$ cat src/rtl/nonce_scanner.sv
// nonce_scanner
//   Drives a sha256d_wrapper. It holds a 19-word block header in a small
//   register RAM and serves it over the wrapper's addr/rdy/data fetch bus. Word
//   19 is replaced by the live nonce in little-endian byte order. For each
//   nonce the block pulses sha_start and waits for the wrapper's digest. It
//   then checks the byte-reversed digest against a leading-zero difficulty.
//   The scan runs from nonce_start to nonce_end inclusive, wrapping through
//   0xFFFFFFFF. It ends on a hit, when the range is exhausted, or on a stop
//   request. A stop request is only honoured between hashes.
//
// Ports
//   clk, rst_n              clock, asynchronous active-low reset
//   hdr_we/hdr_waddr/hdr_wdata  host header word write (idle only, words 0..18)
//   nonce_start, nonce_end  inclusive scan range, sampled on go
//   diff_bits               required leading zero bits of the LE hash, sampled on go
//   go, stop                start scan (idle only) / abort at next hash boundary
//   sha_addr, sha_rq        wrapper fetch address and fetch indicator
//   sha_rdy, sha_data       header word to the wrapper (valid in START and WAIT)
//   sha_start               one-cycle start pulse to the wrapper
//   sha_hash, sha_done      wrapper digest {H0..H7} and level-sticky done
//   busy, found, exhausted  scan status; found/exhausted stay set until the next go
//   found_nonce, found_hash nonce and raw digest of the hit
//   hash_count              hashes completed in the current or last scan
module nonce_scanner (
  input  logic         clk,
  input  logic         rst_n,
  input  logic         hdr_we,
  input  logic [4:0]   hdr_waddr,
  input  logic [31:0]  hdr_wdata,
  input  logic [31:0]  nonce_start,
  input  logic [31:0]  nonce_end,
  input  logic [7:0]   diff_bits,
  input  logic         go,
  input  logic         stop,
  input  logic [4:0]   sha_addr,
  input  logic         sha_rq,
  output logic         sha_rdy,
  output logic [31:0]  sha_data,
  output logic         sha_start,
  input  logic [255:0] sha_hash,
  input  logic         sha_done,
  output logic         busy,
  output logic         found,
  output logic         exhausted,
  output logic [31:0]  found_nonce,
  output logic [255:0] found_hash,
  output logic [31:0]  hash_count
);

  typedef enum logic [2:0] {IDLE, LOAD, START, WAIT, CHECK} state_t;

  state_t         state_reg, state_next;
  logic [31:0]    hdr_mem [0:18];
  logic [31:0]    nonce_reg, nonce_end_reg;
  logic [7:0]     diff_reg;
  logic           stop_seen_reg;
  logic           done_d_reg, rq_d_reg;
  logic [5:0]     fetch_cnt_reg;
  logic [255:0]   hash_reg;
  logic           found_reg, exhausted_reg;
  logic [31:0]    found_nonce_reg, hash_count_reg;
  logic [255:0]   found_hash_reg;

  logic [255:0]   hash_le, diff_mask;
  logic           done_rise, rq_rise, hit, last_nonce;

  // The wrapper holds sha_done high after finishing, so only its rising edge
  // marks a new digest.
  assign done_rise  = sha_done & ~done_d_reg;
  assign rq_rise    = sha_rq & ~rq_d_reg;
  assign last_nonce = (nonce_reg == nonce_end_reg);

  // The digest byte sha_hash[7:0] is the most significant byte of the
  // little-endian hash, so reverse the whole digest byte by byte.
  genvar gi;
  generate
    for (gi = 0; gi < 32; gi++) begin : g_bswap
      assign hash_le[8*gi +: 8] = hash_reg[255-8*gi -: 8];
    end
  endgenerate

  // Mask of the top diff_bits bits. diff_bits = 0 gives an empty mask, so
  // every hash counts as a hit.
  assign diff_mask = ~({256{1'b1}} >> diff_reg);
  assign hit       = ((hash_le & diff_mask) == '0);

  // The fetch bus is combinational from the wrapper's address.
  always_comb begin
    sha_data = 32'h0;
    if (sha_addr < 5'd19)
      sha_data = hdr_mem[sha_addr];
    else if (sha_addr == 5'd19)
      sha_data = {nonce_reg[7:0], nonce_reg[15:8], nonce_reg[23:16], nonce_reg[31:24]};
  end

  always_ff @(posedge clk or negedge rst_n) begin
    if (!rst_n)
      state_reg <= IDLE;
    else
      state_reg <= state_next;
  end

  always_comb begin
    state_next = state_reg;
    sha_start  = 1'b0;
    sha_rdy    = 1'b0;
    busy       = 1'b1;
    case (state_reg)
      IDLE: begin
        busy = 1'b0;
        if (go) state_next = LOAD;
      end
      LOAD:  state_next = START;
      START: begin
        sha_start  = 1'b1;
        sha_rdy    = 1'b1;
        state_next = WAIT;
      end
      WAIT: begin
        sha_rdy = 1'b1;
        if (done_rise) state_next = CHECK;
      end
      CHECK: begin
        if (hit || last_nonce || stop_seen_reg)
          state_next = IDLE;
        else
          state_next = START;
      end
      default: state_next = IDLE;
    endcase
  end

  always_ff @(posedge clk or negedge rst_n) begin
    if (!rst_n) begin
      for (int i = 0; i < 19; i++) hdr_mem[i] <= '0;
      nonce_reg       <= '0;
      nonce_end_reg   <= '0;
      diff_reg        <= '0;
      stop_seen_reg   <= 1'b0;
      done_d_reg      <= 1'b0;
      rq_d_reg        <= 1'b0;
      fetch_cnt_reg   <= '0;
      hash_reg        <= '0;
      found_reg       <= 1'b0;
      exhausted_reg   <= 1'b0;
      found_nonce_reg <= '0;
      found_hash_reg  <= '0;
      hash_count_reg  <= '0;
    end else begin
      done_d_reg <= sha_done;
      rq_d_reg   <= sha_rq;

      // Fetches are counted only while a hash is in flight.
      if (state_reg == START || state_reg == WAIT)
        fetch_cnt_reg <= fetch_cnt_reg + {5'd0, rq_rise};
      else
        fetch_cnt_reg <= '0;

      if (state_reg == IDLE) begin
        if (hdr_we && hdr_waddr < 5'd19)
          hdr_mem[hdr_waddr] <= hdr_wdata;
        if (go) begin
          nonce_reg      <= nonce_start;
          nonce_end_reg  <= nonce_end;
          diff_reg       <= diff_bits;
          // A stop arriving together with go ends the scan after one hash.
          stop_seen_reg  <= stop;
          found_reg      <= 1'b0;
          exhausted_reg  <= 1'b0;
          hash_count_reg <= '0;
        end
      end else begin
        stop_seen_reg <= stop_seen_reg | stop;
      end

      if (state_reg == WAIT && done_rise)
        hash_reg <= sha_hash;

      if (state_reg == CHECK) begin
        hash_count_reg <= hash_count_reg + 32'd1;
        if (hit) begin
          found_reg       <= 1'b1;
          found_nonce_reg <= nonce_reg;
          found_hash_reg  <= hash_reg;
        end else if (last_nonce) begin
          exhausted_reg <= 1'b1;
        end else if (!stop_seen_reg) begin
          nonce_reg <= nonce_reg + 32'd1;
        end
      end
    end
  end

  // Each hash must fetch exactly 20 header words.
  always @(posedge clk) begin
    if (rst_n && state_reg == WAIT && done_rise)
      assert (fetch_cnt_reg == 6'd20);
  end

  assign found       = found_reg;
  assign exhausted   = exhausted_reg;
  assign found_nonce = found_nonce_reg;
  assign found_hash  = found_hash_reg;
  assign hash_count  = hash_count_reg;

endmodule

$ cat config.mk
export PLATFORM = sky130hd
export DESIGN_NAME = nonce_scanner
export DESIGN_NICKNAME = d
export VERILOG_FILES = /design/src/rtl/nonce_scanner.sv
export SDC_FILE = /design/constraint.sdc
export NUM_CORES = 2
export LEC_CHECK = 0
export BUFFER_PORTS_ARGS = -buffer_cell sky130_fd_sc_hd__buf_2
export CORE_MARGIN = 2
export CORE_UTILIZATION = 30
export DETAILED_ROUTE_END_ITERATION = 10
export PLACE_DENSITY = 0.59
export SLEW_MARGIN = 25
export SYNTH_ARGS = -nofsm -noshare
export SYNTH_HDL_FRONTEND = slang
export SYNTH_SLANG_ARGS = --single-unit
$ cat constraint.sdc
create_clock -name clk -period 4.3 [get_ports clk]
set_clock_uncertainty 0.1 [all_clocks]
set_input_delay 0.43 -clock clk [delete_from_list [all_inputs] [get_ports clk]]
set_output_delay 0.43 -clock clk [all_outputs]
set_load 0.03 [all_outputs]
Yosys cells after proc, flatten, opt, wreduce, memory -nomap -nowiden. Cells that the tools add are included.

Input port bits: 377. Bits in registers: 1263. Word-level logic and storage cells: 104. Output and inout bits: 357.

Shift operators: 1. Add/subtract/negate cells: 2. Reductions and logical operators: 15. Muxes and demuxes: 35. Order comparisons: 5. Eq/ne operators: 8. Bitwise gates (word level): 7.

Operators by type and width (count): bitwise mux 608 bit (1); 2-to-1 mux 32 bit (14); AND 256 bit (1); logical NOT 256 bit (1); NOT 256 bit (1); >> shifter 256 x 8 -> 256 bit (first input constant) (1); binary-select mux 32 bit (select 5 bit) (1); demux 32 bit (select 5 bit) (1); adder 32 x 1 -> 32 bit (second input constant) (2); equality test 32 bit (1); case mux 3 bit (5 select lines) (1); 2-to-1 mux 1 bit (14); greater-or-equal comparator 6 bit (second input constant) (2); NOT 5 -> 6 bit (2); less-than comparator 5 bit (second input constant) (2); AND reduction 2 bit (5); equality test 3 x 2 -> 1 bit (second input constant) (2); less-than comparator 6 x 1 -> 1 bit (second input constant) (1); 2-to-1 mux 3 bit (2); equality test 5 bit (second input constant) (1); != test 2 bit (second input constant) (2); nonzero test 2 bit (2); equality test 3 x 1 -> 1 bit (second input constant) (1); equality test 3 bit (second input constant) (1); other kinds (8) (11).

Logic depth before layout (Yosys ltp).
Depth in word-level cells: 8. Gate-level depth with buffers: 15. Depth with buffers taken out: 10.

Worst setup path before layout. Ideal clock, no wire load.

Kind: register to register. From: register diff_reg[4]. To: register found_nonce_reg[14], in the netlist found_nonce[14]. Cell stages (with the launch flop): 14. Required time: 4.072 ns. Period minus slack after synthesis: 3.618 ns. Path buffers: 3. Data arrival time: 3.391 ns. Slack: 0.682 ns. Setup time: 0.128 ns. Cell sequence: dfrtp_1 > or3_1 > clkbuf_1 > a21oi_1 > o22ai_1 > or4_1 > or4_1 > nor4_1 > a31oi_1 > or2_1 > nor2_8 > buf_8 > buf_12 > mux2_1.

Longest elaborated chain between the ends: 5.

RTL lines: start, declared (RTL line 55) `logic [7:0] diff_reg;`; start signal, assigned (RTL line 165) `diff_reg <= diff_bits;`; >> shifter 256 x 8 -> 256 bit (RTL line 84) `assign diff_mask = ~({256{1'b1}} >> diff_reg);`; NOT 256 bit (RTL line 84); AND 256 bit (RTL line 85) `assign hit = ((hash_le & diff_mask) == '0);`; logical NOT 256 bit (RTL line 85); AND reduction 2 bit (no line); end signal, assigned (RTL line 183) `found_nonce_reg <= nonce_reg;`; end, declared (RTL line 61) `logic [31:0] found_nonce_reg, hash_count_reg;`.

No other way between the ends. A chain may end at the register's enable or synchronous reset.

Worst setup path after layout.
From: register diff_reg[1]. To: register found_hash_reg[210], in the netlist found_hash[210].

Longest elaborated chain between the ends: 5.

RTL lines: >> shifter 256 x 8 -> 256 bit (RTL line 84); NOT 256 bit (RTL line 84); AND 256 bit (RTL line 85); logical NOT 256 bit (RTL line 85); AND reduction 2 bit (no line); end signal, assigned (RTL line 184) `found_hash_reg <= hash_reg;`; end, declared (RTL line 62) `logic [255:0] found_hash_reg;`.

No other way between the ends.

==> impl_results.md <==
- Crit path cell chain: and4_1, buf_4, nand2_1, nand2_1, a211oi_1, nand3_1, a221oi_1, a31oi_1, buf_4, or2_4, nor2_8, buf_12, buf_4, clkbuf_16, mux2_1
- CP max stage cell: a211oi_1
- CP arrival: 4860 ps
- Routed via count: 41251
- Met1 wire length: 83500 um
- Crit-path max FO: 10
- Cells after Synth: 4161
- Fin crit share: 0.999
- Post-synth ARST share: 1.00
- Max Clock Freq: 233 MHz
- Min cycle time layout: 4300 ps
- Clock power frac: 0.298
- Worst reg2reg startpoint: diff_reg[1]
- Largest net degree at the start of global routing: 128
- Number of flip-flops in the largest register: 608
- DRT Pass-1 Iters: 6
- Leak Pwr: 35.6 nW
- CTS Buffer Depth: 3
- Share of cells above drive strength 1: 0.451
- Seq/Total Area, Yosys: 0.555
- Combinational share of power: 0.265
- Post-route DRC violation count: 0
- DR top layer: met5
- Antenna-violating nets left: 0
- Power share of the sequential group: 0.437
- Number of synthesized flops with an enable pin: 0
- CTS root buf: clkbuf_16
- Initial antenna violation count: 30
- Delay of the slowest critical-path stage: 560 ps
- Reg2reg path depth: 15
- Vias in the first global route: 42671
- Power per cell area: 555 nW/um2
- Routed met3 length: 10400 um
- Most common library cell in the layout ignoring fill and taps: dfrtp_1
- Worst-Margin Slew: 995 ps
- Worst EP required: 4860 ps
- WL/cell: 28.1 um
- Final hold slack: 98.1 ps
- Placeable Area: 188000 um2
- Cell Int Power: 26.3 mW
- CTS H-tree depth: 4
- CP Buf/Inv Count: 5
- First-pass GRT wire length: 314000 um
- TritonCTS clock tree: yes
- Detailed Route Iter0 Violations: 2803
- Top delay family on crit path: simple AND/OR/NAND/NOR gates
- Area of the mapped netlist: 56900 um2
- Top cell by count, worst path: buf_4
- Number of port buffers: 732
- Initial Util: 0.302
- Most frequent cells in the layout: 1256 x dfrtp_1, 937 x mux2_2, 730 x buf_2, 360 x dlygate4sd3_1, 237 x nand2_1
- Distinct cells, synth: 73
- Clock transition at path regs: 60 ps
- Synth Warn #: 0
- Hold Path Class: primary input to flop
- Clk sink count: 1263
- Area grow syn2layout: 30.5%
- # setup viols final: 0
- Routed vias/inst: 5.17
- Cell depth of the worst hold path: 2
- Psw: 14.9 mW
- CTS buffer count: 144
- Type of the worst setup path: flop to flop
- Boundary Pins: 734
- Syn_area_per_cell: 13.7 um2
- Clk Latency, worst-skew pair: 800 ps
- VDD IR-drop max: 0.400 mV
- # fillers: 17817
- Fin. Hold Viols: 0
- FP Rows: 159
- GRT Overall Usage: 0.226
- Max Slew Vio Count: 0
- Setup tns final: 0 ps
- Hold wc startpoint: hdr_wdata[27]
- Run status: finished clean
- Rel. slew slack: 0.336
- Nets: 5747
- WL final: 224000 um
- Die area: 193000 um2
- Die H: 440 um
- Placed wire-length estimate: 160000 um
- Die W: 440 um
- Critical R2R Capture: found_hash[210]
- Unrepaired setup endpoints after global routing: true
- Met2 WL post-DR: 118000 um
- RePlAce Congestion: 0.982
- GRT Residual Overflow: 0
- Number of max-cap violations: 0
- Worst Setup End Kind: flop
- Critical path launch point type: flop
- Yosys reg bits: 1263
- Register-to-register setup slack: 3 ps
- Syn Nets: 4540
- Net Sw Frac: 0.361
- Top FF cell, synth: dfrtp_1
- Hold EP: hdr_mem[475]
cell usage after synthesis (all sizes together) (4+ instances only):
cell type	instances	share of area
mux4	160	0.063
a21oi	77	0.0068
nand2	239	0.016
a22o	5	0.00077
or2	11	0.0012
dfrtp	1263	0.56
a211o	4	0.00062
a32o	5	0.00088
nor2b	6	0.00066
o22ai	17	0.0019
clkbuf	201	0.013
and4	8	0.0012
xor2	45	0.0069
inv	66	0.0044
and2	10	0.0011
a22oi	38	0.0050
mux2	1153	0.23
a21o	12	0.0016
a222oi	4	0.00070
o211a	7	0.0012
o2111ai	14	0.0022
or3	26	0.0029
or4	14	0.0018
xnor2	7	0.0011
nor2	136	0.0093
a31oi	20	0.0022
a32oi	9	0.0014
nand2b	6	0.00066
nand3	58	0.0051
mux2i	47	0.0083
a2111oi	8	0.0012
nor4	32	0.0035
nand4	25	0.0027
nor3	33	0.0029
and3	16	0.0018
buf	126	0.014
o21ai	144	0.013
o21a	14	0.0018
o211ai	15	0.0020
a211oi	19	0.0025
o41ai	4	0.00062
a221oi	16	0.0025
routing by layer:
layer / vias up / track usage
li1: 17707 / -
met1: 21569 / 0.253
met2: 1457 / 0.412
met3: 504 / 0.0376
met4: 14 / 0.114
met5: - / 0
worst register-to-register path, stage by stage, from the launching register on:
cell and delay (ps):
dfrtp_2 460, and4_1 260, buf_4 210, nand2_1 310, nand2_1 180, a211oi_1 560, nand3_1 150, a221oi_1 360
a31oi_1 140, buf_4 180, or2_4 270, nor2_8 190, buf_12 170, buf_4 160, clkbuf_16 160, mux2_1 320
per-stage QoR:
stage	power, mW	instance area [um2]	util	setup WS, ps	cells
2_1_floorplan	21.5	56900	-	682	4161
3_3_place_gp	28.2	64900	0.345	-69.1	7319
3_5_place_dp	28.4	65000	0.345	-105	7320
4_1_cts	41.1	73300	0.390	18.8	7936
5_1_grt	42.8	74300	0.395	-37.2	7984
6_report	41.2	74300	0.395	3.06	7986
logic make-up (layout without fill, tap and decap cells):
group           count (synthesis)  count (layout)  share of synthesized area
compound gates                464             464                     0.0537
xor+xnor                       52              52                    0.00800
fa+ha+maj                       5               5                   0.000967
buf+inv                       393            1710                     0.0312
flops                        1263            1263                      0.555
mux                          1360            1360                      0.300
other cells                     0              13                          0
simple gates                  624             624                     0.0512
how the worst max path moves through the flow:
stage | cells after the start | end | start | slack [ps]
floorplan | 13 | found_nonce[14] | diff_reg[4] | 680
global placement | 14 | found_hash[163] | diff_reg[5] | -70
detailed placement | 13 | found_hash[26] | diff_reg[1] | -100
CTS | 14 | found_hash[196] | diff_reg[5] | 20
global route | 16 | found_nonce[10] | diff_reg[4] | -40
finish | 15 | found_hash[210] | diff_reg[1] | 3
power by group through the flow:
stage | registers [mW] | logic [mW] | clock network (mW)
global route | 18.2 | 11.5 | 13.1
CTS | 18.1 | 10.5 | 12.6
finish | 18.0 | 10.9 | 12.3
detailed placement | 18.3 | 10.1 | 0
global placement | 18.2 | 10.0 | 0
floorplan | 15.8 | 5.73 | 0
layout make-up:
| cell class | count | area (um2) | share of cell area |
|---|---|---|---|
| sequential | 1263 | 31600 | 0.426 |
| clock buffer | 211 | 4190 | 0.0564 |
| inverter | 66 | 251 | 0.00339 |
| multi-input combinational | 2505 | 24100 | 0.324 |
| clock inverter | 45 | 513 | 0.00691 |
| timing repair buffer | 1388 | 10500 | 0.141 |
| antenna | 13 | 32.5 | 0.000438 |
| tap | 2495 | 3120 | 0.0420 |
what timing repair did:
action                     in CTS  in global routing
gates resized for setup        12                131
gates cloned                    0                  7
pin swaps                       0                 14
hold buffers                  360                  0
hold endpoints to repair      847                  0
setup endpoints to repair     275                285
buffers inserted                0                 32
(Power assumes the default switching activity.)
